===== src/rtl/qu_mem_pkg.sv =====
// Shared types and lane helpers for the memory-port initiator.
// Size encoding, pipeline entry layout, store steering and load extension.
package qu_mem_pkg;

    typedef enum logic [1:0] {
        SZ_BYTE = 2'b00,
        SZ_HALF = 2'b01,
        SZ_WORD = 2'b10,
        SZ_ILL  = 2'b11
    } size_e;

    typedef struct packed {
        logic       valid;
        logic       we;
        size_e      size;
        logic       uns;
        logic [1:0] off;
        logic       err;
    } pipe_ent_t;

    function automatic logic misaligned(input size_e sz,
                                        input logic [1:0] off);
        logic m;
        m = 1'b0;
        unique case (1'b1)
            (sz == SZ_HALF): m = off[0];
            (sz == SZ_WORD): m = (off != 2'b00);
            (sz == SZ_ILL):  m = 1'b1;
            default:         m = 1'b0;
        endcase
        return m;
    endfunction

    function automatic logic [3:0] lane_mask(input size_e sz,
                                             input logic [1:0] off);
        logic [3:0] m;
        m = 4'b0000;
        unique case (1'b1)
            (sz == SZ_BYTE): m = 4'b0001 << off;
            (sz == SZ_HALF): m = 4'b0011 << off;
            (sz == SZ_WORD): m = 4'b1111;
            default:         m = 4'b0000;
        endcase
        return m;
    endfunction

    function automatic logic [31:0] store_rep(input size_e sz,
                                              input logic [31:0] wd);
        logic [31:0] r;
        r = wd;
        unique case (1'b1)
            (sz == SZ_BYTE): r = {4{wd[7:0]}};
            (sz == SZ_HALF): r = {2{wd[15:0]}};
            default:         r = wd;
        endcase
        return r;
    endfunction

    function automatic logic [31:0] load_ext(input size_e sz,
                                             input logic uns,
                                             input logic [1:0] off,
                                             input logic [31:0] dout);
        logic [7:0]  b;
        logic [15:0] h;
        logic [31:0] r;
        b = dout[{off, 3'b000} +: 8];
        h = off[1] ? dout[31:16] : dout[15:0];
        r = dout;
        unique case (1'b1)
            (sz == SZ_BYTE): r = {{24{~uns & b[7]}}, b};
            (sz == SZ_HALF): r = {{16{~uns & h[15]}}, h};
            default:         r = dout;
        endcase
        return r;
    endfunction

endpackage


===== src/rtl/qu_sync_fifo.sv =====
// Small synchronous FIFO with async active-low reset.
// Head word is visible on dout while not empty.
module qu_sync_fifo #(
    parameter int WIDTH = 8,
    parameter int DEPTH = 4
) (
    input  logic                       clk,
    input  logic                       rst_n,
    input  logic                       push,
    input  logic [WIDTH-1:0]           din,
    input  logic                       pop,
    output logic [WIDTH-1:0]           dout,
    output logic                       empty,
    output logic [$clog2(DEPTH+1)-1:0] count
);

    localparam int AW = (DEPTH > 1) ? $clog2(DEPTH) : 1;
    localparam int CW = $clog2(DEPTH + 1);

    logic [WIDTH-1:0] mem [DEPTH];
    logic [AW-1:0]    wptr;
    logic [AW-1:0]    rptr;
    logic             full;
    logic             do_pop;

    assign empty  = (count == '0);
    assign full   = (count == CW'(DEPTH));
    assign do_pop = pop && !empty;
    assign dout   = mem[rptr];

    function automatic logic [AW-1:0] inc(input logic [AW-1:0] p);
        return (p == AW'(DEPTH - 1)) ? '0 : p + 1'b1;
    endfunction

    always_ff @(posedge clk or negedge rst_n) begin
        if (!rst_n) begin
            wptr  <= '0;
            rptr  <= '0;
            count <= '0;
            for (int i = 0; i < DEPTH; i++)
                mem[i] <= '0;
        end else begin
            if (push) begin
                mem[wptr] <= din;
                wptr      <= inc(wptr);
            end
            if (do_pop)
                rptr <= inc(rptr);
            if (push && !do_pop)
                count <= count + 1'b1;
            else if (!push && do_pop)
                count <= count - 1'b1;
        end
    end

    a_no_overflow: assert property (
        @(posedge clk) disable iff (!rst_n)
        !(push && full && !do_pop)
    );

endmodule


===== src/rtl/mem_port_initiator.sv =====
// Load/store initiator for one byte-write read-first BRAM port.
// Issues in the accept cycle; in-order responses with credit backpressure.
module mem_port_initiator
    import qu_mem_pkg::*;
#(
    parameter int ADDR_WIDTH = 12,
    parameter int RD_LATENCY = 2,
    parameter int RSP_DEPTH  = 4,
    parameter int TAG_WIDTH  = 4
) (
    input  logic                  clk,
    input  logic                  rst_n,
    input  logic                  req_valid,
    output logic                  req_ready,
    input  logic                  req_we,
    input  logic [ADDR_WIDTH-1:0] req_addr,
    input  logic [1:0]            req_size,
    input  logic                  req_unsigned,
    input  logic [31:0]           req_wdata,
    input  logic [TAG_WIDTH-1:0]  req_tag,
    output logic                  rsp_valid,
    input  logic                  rsp_ready,
    output logic [31:0]           rsp_rdata,
    output logic                  rsp_err,
    output logic [TAG_WIDTH-1:0]  rsp_tag,
    output logic                  ram_en,
    output logic [3:0]            ram_we,
    output logic [ADDR_WIDTH-3:0] ram_addr,
    output logic [31:0]           ram_din,
    output logic                  ram_regce,
    output logic                  ram_rst,
    input  logic [31:0]           ram_dout,
    input  logic                  ram_valid,
    output logic                  proto_err
);

    localparam int CW = $clog2(RSP_DEPTH + 1);
    localparam int FW = 33 + TAG_WIDTH;

    size_e      sz;
    logic [1:0] off;
    logic       mis;
    logic       acc;

    assign sz  = size_e'(req_size);
    assign off = req_addr[1:0];
    assign mis = misaligned(sz, off);
    assign acc = req_valid && req_ready;

    assign ram_addr  = req_addr[ADDR_WIDTH-1:2];
    assign ram_din   = store_rep(sz, req_wdata);
    assign ram_en    = acc && !mis;
    assign ram_we    = (acc && !mis && req_we) ? lane_mask(sz, off) : 4'b0000;
    assign ram_regce = 1'b1;
    assign ram_rst   = !rst_n;

    pipe_ent_t            pipe [RD_LATENCY];
    logic [TAG_WIDTH-1:0] ptag [RD_LATENCY];

    always_ff @(posedge clk or negedge rst_n) begin
        if (!rst_n) begin
            for (int i = 0; i < RD_LATENCY; i++) begin
                pipe[i] <= '0;
                ptag[i] <= '0;
            end
        end else begin
            pipe[0] <= '{valid: acc, we: req_we, size: sz,
                         uns: req_unsigned, off: off, err: mis};
            ptag[0] <= req_tag;
            for (int i = 1; i < RD_LATENCY; i++) begin
                pipe[i] <= pipe[i-1];
                ptag[i] <= ptag[i-1];
            end
        end
    end

    // Entry leaving the last stage lines up with ram_dout for its load.
    pipe_ent_t   ex;
    logic        ld_ok;
    logic [31:0] ex_data;
    logic        fifo_empty;
    logic [CW-1:0] fifo_cnt;
    logic [FW-1:0] fifo_dout;

    assign ex      = pipe[RD_LATENCY-1];
    assign ld_ok   = ex.valid && !ex.we && !ex.err;
    assign ex_data = ld_ok ? load_ext(ex.size, ex.uns, ex.off, ram_dout)
                           : 32'h0;

    qu_sync_fifo #(
        .WIDTH (FW),
        .DEPTH (RSP_DEPTH)
    ) u_rsp_fifo (
        .clk   (clk),
        .rst_n (rst_n),
        .push  (ex.valid),
        .din   ({ex.err, ptag[RD_LATENCY-1], ex_data}),
        .pop   (rsp_valid && rsp_ready),
        .dout  (fifo_dout),
        .empty (fifo_empty),
        .count (fifo_cnt)
    );

    logic [CW-1:0] pipe_cnt;
    logic [CW-1:0] used;

    always_comb begin
        pipe_cnt = '0;
        for (int i = 0; i < RD_LATENCY; i++)
            pipe_cnt = pipe_cnt + CW'(pipe[i].valid);
    end

    assign used      = pipe_cnt + fifo_cnt;
    assign req_ready = rst_n && (used < CW'(RSP_DEPTH));

    assign rsp_valid = !fifo_empty;
    assign {rsp_err, rsp_tag, rsp_rdata} = fifo_empty ? '0 : fifo_dout;

    always_ff @(posedge clk or negedge rst_n) begin
        if (!rst_n)
            proto_err <= 1'b0;
        else if (ld_ok && !ram_valid)
            proto_err <= 1'b1;
    end

endmodule


===== config.mk =====
export PLATFORM = sky130hd
export DESIGN_NAME = mem_port_initiator
export DESIGN_NICKNAME = d
export VERILOG_FILES = /design/src/rtl/qu_mem_pkg.sv /design/src/rtl/qu_sync_fifo.sv /design/src/rtl/mem_port_initiator.sv
export SDC_FILE = /design/constraint.sdc
export NUM_CORES = 1
export LEC_CHECK = 0
export CAP_MARGIN = 20
export CORE_MARGIN = 2
export CORE_UTILIZATION = 52
export DETAILED_ROUTE_END_ITERATION = 10
export GPL_ROUTABILITY_DRIVEN = 1
export GPL_TIMING_DRIVEN = 0
export PLACE_DENSITY = 0.8
export SETUP_SLACK_MARGIN = 0.3
export SLEW_MARGIN = 25
export SYNTH_ARGS = -nofsm -noshare
export SYNTH_HDL_FRONTEND = slang
export SYNTH_SLANG_ARGS = --single-unit

===== constraint.sdc =====
create_clock -name clk -period 3 [get_ports clk]
set_clock_uncertainty 0.1 [all_clocks]
set_input_delay 0.6 -clock clk [delete_from_list [all_inputs] [get_ports clk]]
set_output_delay 0.6 -clock clk [all_outputs]
set_load 0.005 [all_outputs]

# == Word level (Yosys, flattened, before mapping) ==
# Cells that the tools add are included.
# word_totals
register_bits,180
latchBits,0
ram_bits,0
romBits,0
output_inout_bits,89
elab_cells,89
memories,0
# op_classes
addsub,6
mul,0
div_mod_pow,0
order_cmp,4
eq_ne,6
shifts,3
n_mux,18
n_bitwise,5
n_reduce_logical,25
# ops
cell,count
148-bit bitwise mux,1
37-bit two-way mux,4
32-bit case mux with 2 select lines,2
37-bit binary-select mux with 2-bit select,1
37-bit demux with 2-bit select,1
32-bit two-way mux,1
32-bit by 6-bit indexed part select with 8-bit output,1
16-bit two-way mux,1
1-bit logical AND,12
4-bit case mux with 3 select lines,1
"2-bit equality test, second input constant",4
1-bit logical NOT,8
"3-bit greater-or-equal comparator, second input constant",2
3-bit two-way mux,2
2-bit inverter with 3-bit output,2
"2-bit by 1-bit adder with 2-bit output, second input constant",2
"2-bit by 1-bit equality test with 1-bit output, second input constant",2
2-bit logical NOT,2
2-bit two-way mux,2
4-bit two-way mux,1
2-bit nonzero test,2
"1-bit by 2-bit left shift with 4-bit output, first input constant",1
"2-bit by 2-bit left shift with 4-bit output, first input constant",1
2-bit by 3-bit adder with 3-bit output,1
9 further kinds,10

# == Longest topological paths before layout ==
# logic_depth
depth_word,8
ltp_mapped,8

# == Modules after synthesis ==
# From an unflattened synthesis, not the netlist that was laid out.
# hier_totals
hier_cells,675
hier_area_um2,9095.0
# by_module_without_submodules
module,instances,cells_each,area_per_inst_um2,seq_area_each_um2
qu_sync_fifo,1,390,6812.8,3878.7
mem_port_initiator,1,285,2282.2,625.6

# == Worst setup path before layout ==
# OpenSTA, ideal clock, no wires.
# synth_timing
path_kind,reg2out
from,reg u_rsp_fifo.rptr[0]
to,out rsp_rdata[28]
arrival_time_ns,1.634
setup_slack_ns,0.666
stages_incl_launch_ff,5
path_cell_list,dfrtp_1 buf_2 buf_2 mux4_2 and2_1
# synth_via
elab_chain_len,5
# synth_rtl
item,line_no,source
start: declaration,qu_sync_fifo.sv:22,logic [AW-1:0] rptr;
start signal: assignment,qu_sync_fifo.sv:48,rptr <= inc(rptr);
2-bit inverter with 3-bit output (not written as such),qu_sync_fifo.sv:29,assign dout = mem[rptr];
37-bit binary-select mux with 2-bit select,qu_sync_fifo.sv:29,
37-bit two-way mux (not written as such) (2 in series),qu_sync_fifo.sv:29,
37-bit two-way mux,mem_port_initiator.sv:117,"assign {rsp_err, rsp_tag, rsp_rdata} = fifo_empty ? '0 : fifo_dout;"
end: declaration,mem_port_initiator.sv:23,"output logic [31:0] rsp_rdata,"
# Every way passes these cells. The select of a mux whose other input is x is not followed.

# == Worst setup path in the final report ==
# layout_timing
from,reg u_rsp_fifo.count[0]
to,out rsp_rdata[15]
# layout_via
elab_chain_len,2
# layout_rtl
item,line_no,source
start: declaration,qu_sync_fifo.sv:14,output logic [$clog2(DEPTH+1)-1:0] count
start signal: assignment,qu_sync_fifo.sv:50,count <= count + 1'b1;
start signal: assignment,qu_sync_fifo.sv:52,count <= count - 1'b1;
3-bit logical NOT,qu_sync_fifo.sv:26,assign empty = (count == '0);
37-bit two-way mux,mem_port_initiator.sv:117,
# Every way passes these cells.

==> summary.md <==
| Metric | Value |
|---|---|
| Top area cells in the synthesized netlist | dfrtp_1, mux4_2, mux2_2, a22o_1, nand2_1 |
| Leakage | 5.581 nW |
| DR vias/cell | 6.063 |
| Flop2flop setup slack | 0.41 ns |
| Cell internal pwr | 6.239 mW |
| Synthesized instance count | 748 |
| Vias in the first global route | 7572 |
| Peak fanout along the critical path | 7 |
| Placer congestion estimate | 0.8578 |
| Clock root buffer | clkbuf_16 |
| Switch Pwr | 2.773 mW |
| Sw Share | 30.77% |
| Max incr delay on CP | 0.40 ns |
| Slowest cell on the critical path | dfrtp_1 |
| Ys Warns | 0 |
| Crit path from | u_rsp_fifo.count[0]$_DFFE_PN0P_ |
| RSZ-0062 raised after global routing | true |
| Final nets | 1070 |
| Hold WS | -0.002712 ns |
| Die area | 18200 um2 |
| Clock Power Share | 24.0% |
| Critical Path End Type | output port |
| Top FF cell, synth | dfrtp_1 |
| Final core utilization | 72.78% |
| CTS Hold Buffers Added | 0 |
| Total Wirelength | 26.49 mm |
| Worst-case clock buffer depth | 2 |
| Synth top cells by count | dfrtp_1, nand2_1, a22o_1 |
| Worst VDD drop | 440.5 uV |
| Number of buffers and inverters on the critical path | 6 |
| Final hold vios | 1 |
| Largest net degree at the start of global routing | 89 |
| Core footprint | 16640 um2 |
| Row count | 47 |
| Slew margin rel. | 49.08% |
| Share of cells above drive strength 1 | 28.70% |
| Share of the synthesized area in the top cell type | 50.53% |
| Design area | 12110 um2 |
| Clk slew on worst S/H paths | 0.06 ns |
| EDFF count, synth | 0 |
| H-tree levels | 4 |
| WP data required | 2.30 ns |
| Pwr dens | 744.1 nW/um2 |
| CP Cell Sequence | buf_4 -> buf_6 -> or3_4 -> clkbuf_16 -> clkbuf_16 -> buf_4 -> and2_1 -> buf_2 |
| Fin crit share | 97.24% |
| Final Max Tran Viols | 0 |
| TritonCTS clock tree | done |
| Status | finished with violations |
| Register area share after synthesis | 50.53% |
| Die width | 134.9 um |
| Num CTS Buffers | 17 |
| Antenna violations before repair | 0 |
| I/O Buffers | 166 |
| Most common cell in the netlist | dfrtp_1 |
| GRT Total Usage | 30.10% |
| Initial Util | 53.56% |
| F_max | 342.8 MHz |
| Die Ht | 134.9 um |
| Post-DR wirelength/cell | 21.96 um |
| Worst Setup Start Kind | register |
| Class of the worst hold path | in2async |
| Biggest area consumer among synthesized cells | dfrtp_1 |
| Combinational power share | 40.1% |
| First-pass GRT wire length | 41.01 mm |
| Worst-margin pin slew | 0.7587 ns |
| RR Startpoint | u_rsp_fifo.count[0]$_DFFE_PN0P_ |
| Max Cap Violations | 0 |
| Fraction of registers with async set/reset | 100.0% |
| CTS Sinks | 180 |
| Post-synth design cell area | 8914 um2 |
| Failing checks | hold timing |
| Iteration-0 DRC Markers | 624 |
| Dpl hpwl | 17.11 mm |
| # DRC | 0 |
| Io pins | 178 |
| Avg Inst Size Synth | 11.92 um2 |
| Worst r2r dst | u_rsp_fifo.count[2]$_DFFE_PN0P_ |
| Critical Path AT | 2.22 ns |
| Worst skew pair latency | 0.43 ns |
| Crit path time final | 2.917 ns |
| Drt pass-1 iters | 5 |
| Final setup viols | 0 |
| Count of unique library cells instantiated by Yosys | 48 |
| Post-placement cell area | 10880 um2 |
| Total congestion overflow | 0 |
| Antenna diodes | 0 |
| Antenna viol nets, final | 0 |
| Top delay family on crit path | buffers and inverters |
| Vias | 7312 |
| Area grow syn2layout | 35.88% |
| Reg power frac | 35.9% |
| Critical path class | reg2out |
| Yosys reg bits | 180 |
| R2r worst-path depth | 11 |
| Syn Nets | 845 |
[worst max path at each step]
stage | endpoint | slack (ns) | cells after the start
floorplan | rsp_rdata[28] | 0.67 | 4
global placement | ram_we[0] | -7.10 | 4
detailed placement | ram_din[25] | -0.76 | 6
CTS | ram_we[0] | 0.18 | 7
global route | ram_we[0] | 0.03 | 7
finish | rsp_rdata[15] | 0.08 | 8
[cell type report]
cell class | instances | area (um2)
tap | 220 | 275.3
timing repair buffer | 206 | 2059
clock inverter | 9 | 103.9
buffer | 72 | 566.8
clock buffer | 23 | 457.9
fill | 1103 | 4531
inverter | 14 | 52.55
multi-input combinational | 482 | 4090
sequential | 180 | 4506
[layout by cell type, fill, tap and decap left out, types with 24 or more instances in the layout]
cell	count
and2_1	31
o21ai_0	40
a31oi_1	32
clkdlybuf4s50_1	107
buf_4	36
mux2_2	58
buf_2	24
mux4_2	37
dfrtp_1	179
nand2_1	95
clkbuf_1	34
a22o_1	64
[through the flow]
step	power, mW	instances	setup TNS, ns	worst slack (ns)
3_5_place_dp	6.025	1135	-14.29	-0.7579
2_1_floorplan	4.829	748	0	0.6665
5_1_grt	9.415	1206	0	0.02851
3_3_place_gp	5.948	1134	-1157.04	-7.102
6_report	9.013	1206	0	0.08292
4_1_cts	8.889	1198	0	0.1771
[what timing repair did]
| action | CTS | global route |
|---|---|---|
| setup buffers | 24 | 8 |
| resized for setup | 239 | 42 |
| setup endpoints to repair | 69 | 47 |
| cloned | 7 | 0 |
| hold endpoints to repair | 0 | 0 |
| pin swaps | 24 | 6 |
[flip-flops by register name (all words and copies together) (netlist names)]
name and cells:
u_rsp_fifo.wptr 2, u_rsp_fifo.rptr 2, ptag 8, pipe 8, proto_err 1, u_rsp_fifo.mem 148, u_rsp_fifo.count 3, ex 8
[kinds of logic after synthesis]
group | count (synthesis) | synth area share [%]
AOI/OAI and AO/OA | 182 | 15.31
xor gates and xnor gates | 4 | 0.3931
adders and majority gates | 8 | 1.207
buffers and inverters | 86 | 4.857
DFF | 180 | 50.53
muxes | 104 | 17.70
other | 1 | 0.04207
and+or+nand+nor | 183 | 9.952
[power groups by stage]
stage               combinational [mW]  sequential [mW]  clock (mW)
global route                      3.86             3.27        2.28
floorplan                         1.68             3.15           0
CTS                               3.52             3.20        2.17
detailed placement                2.79             3.24           0
finish                            3.61             3.23        2.17
global placement                  2.73             3.22           0
[worst register-to-register path: cells and delay by family (launching register included)]
kind	cells	cell delay, ns
adder cells (fa/ha/maj)	2	0.59
XOR/XNOR	2	0.31
flip-flops	1	0.40
buffers and inverters	4	0.46
AND/OR/NAND/NOR	3	0.66
[routing by layer]
metal | vias up | wire length [um] | part of all wire, % | GRT usage (%)
met1 | 3633 | 10020 | 38 | 37.02
met4 | 0 | 1111 | 4.2 | 14.04
met5 | - | 0 | 0 | 0
met3 | 73 | 2226 | 8.4 | 8.146
met2 | 449 | 13130 | 50 | 49.72
li1 | 3157 | - | - | -
(Power assumes the default switching activity.)
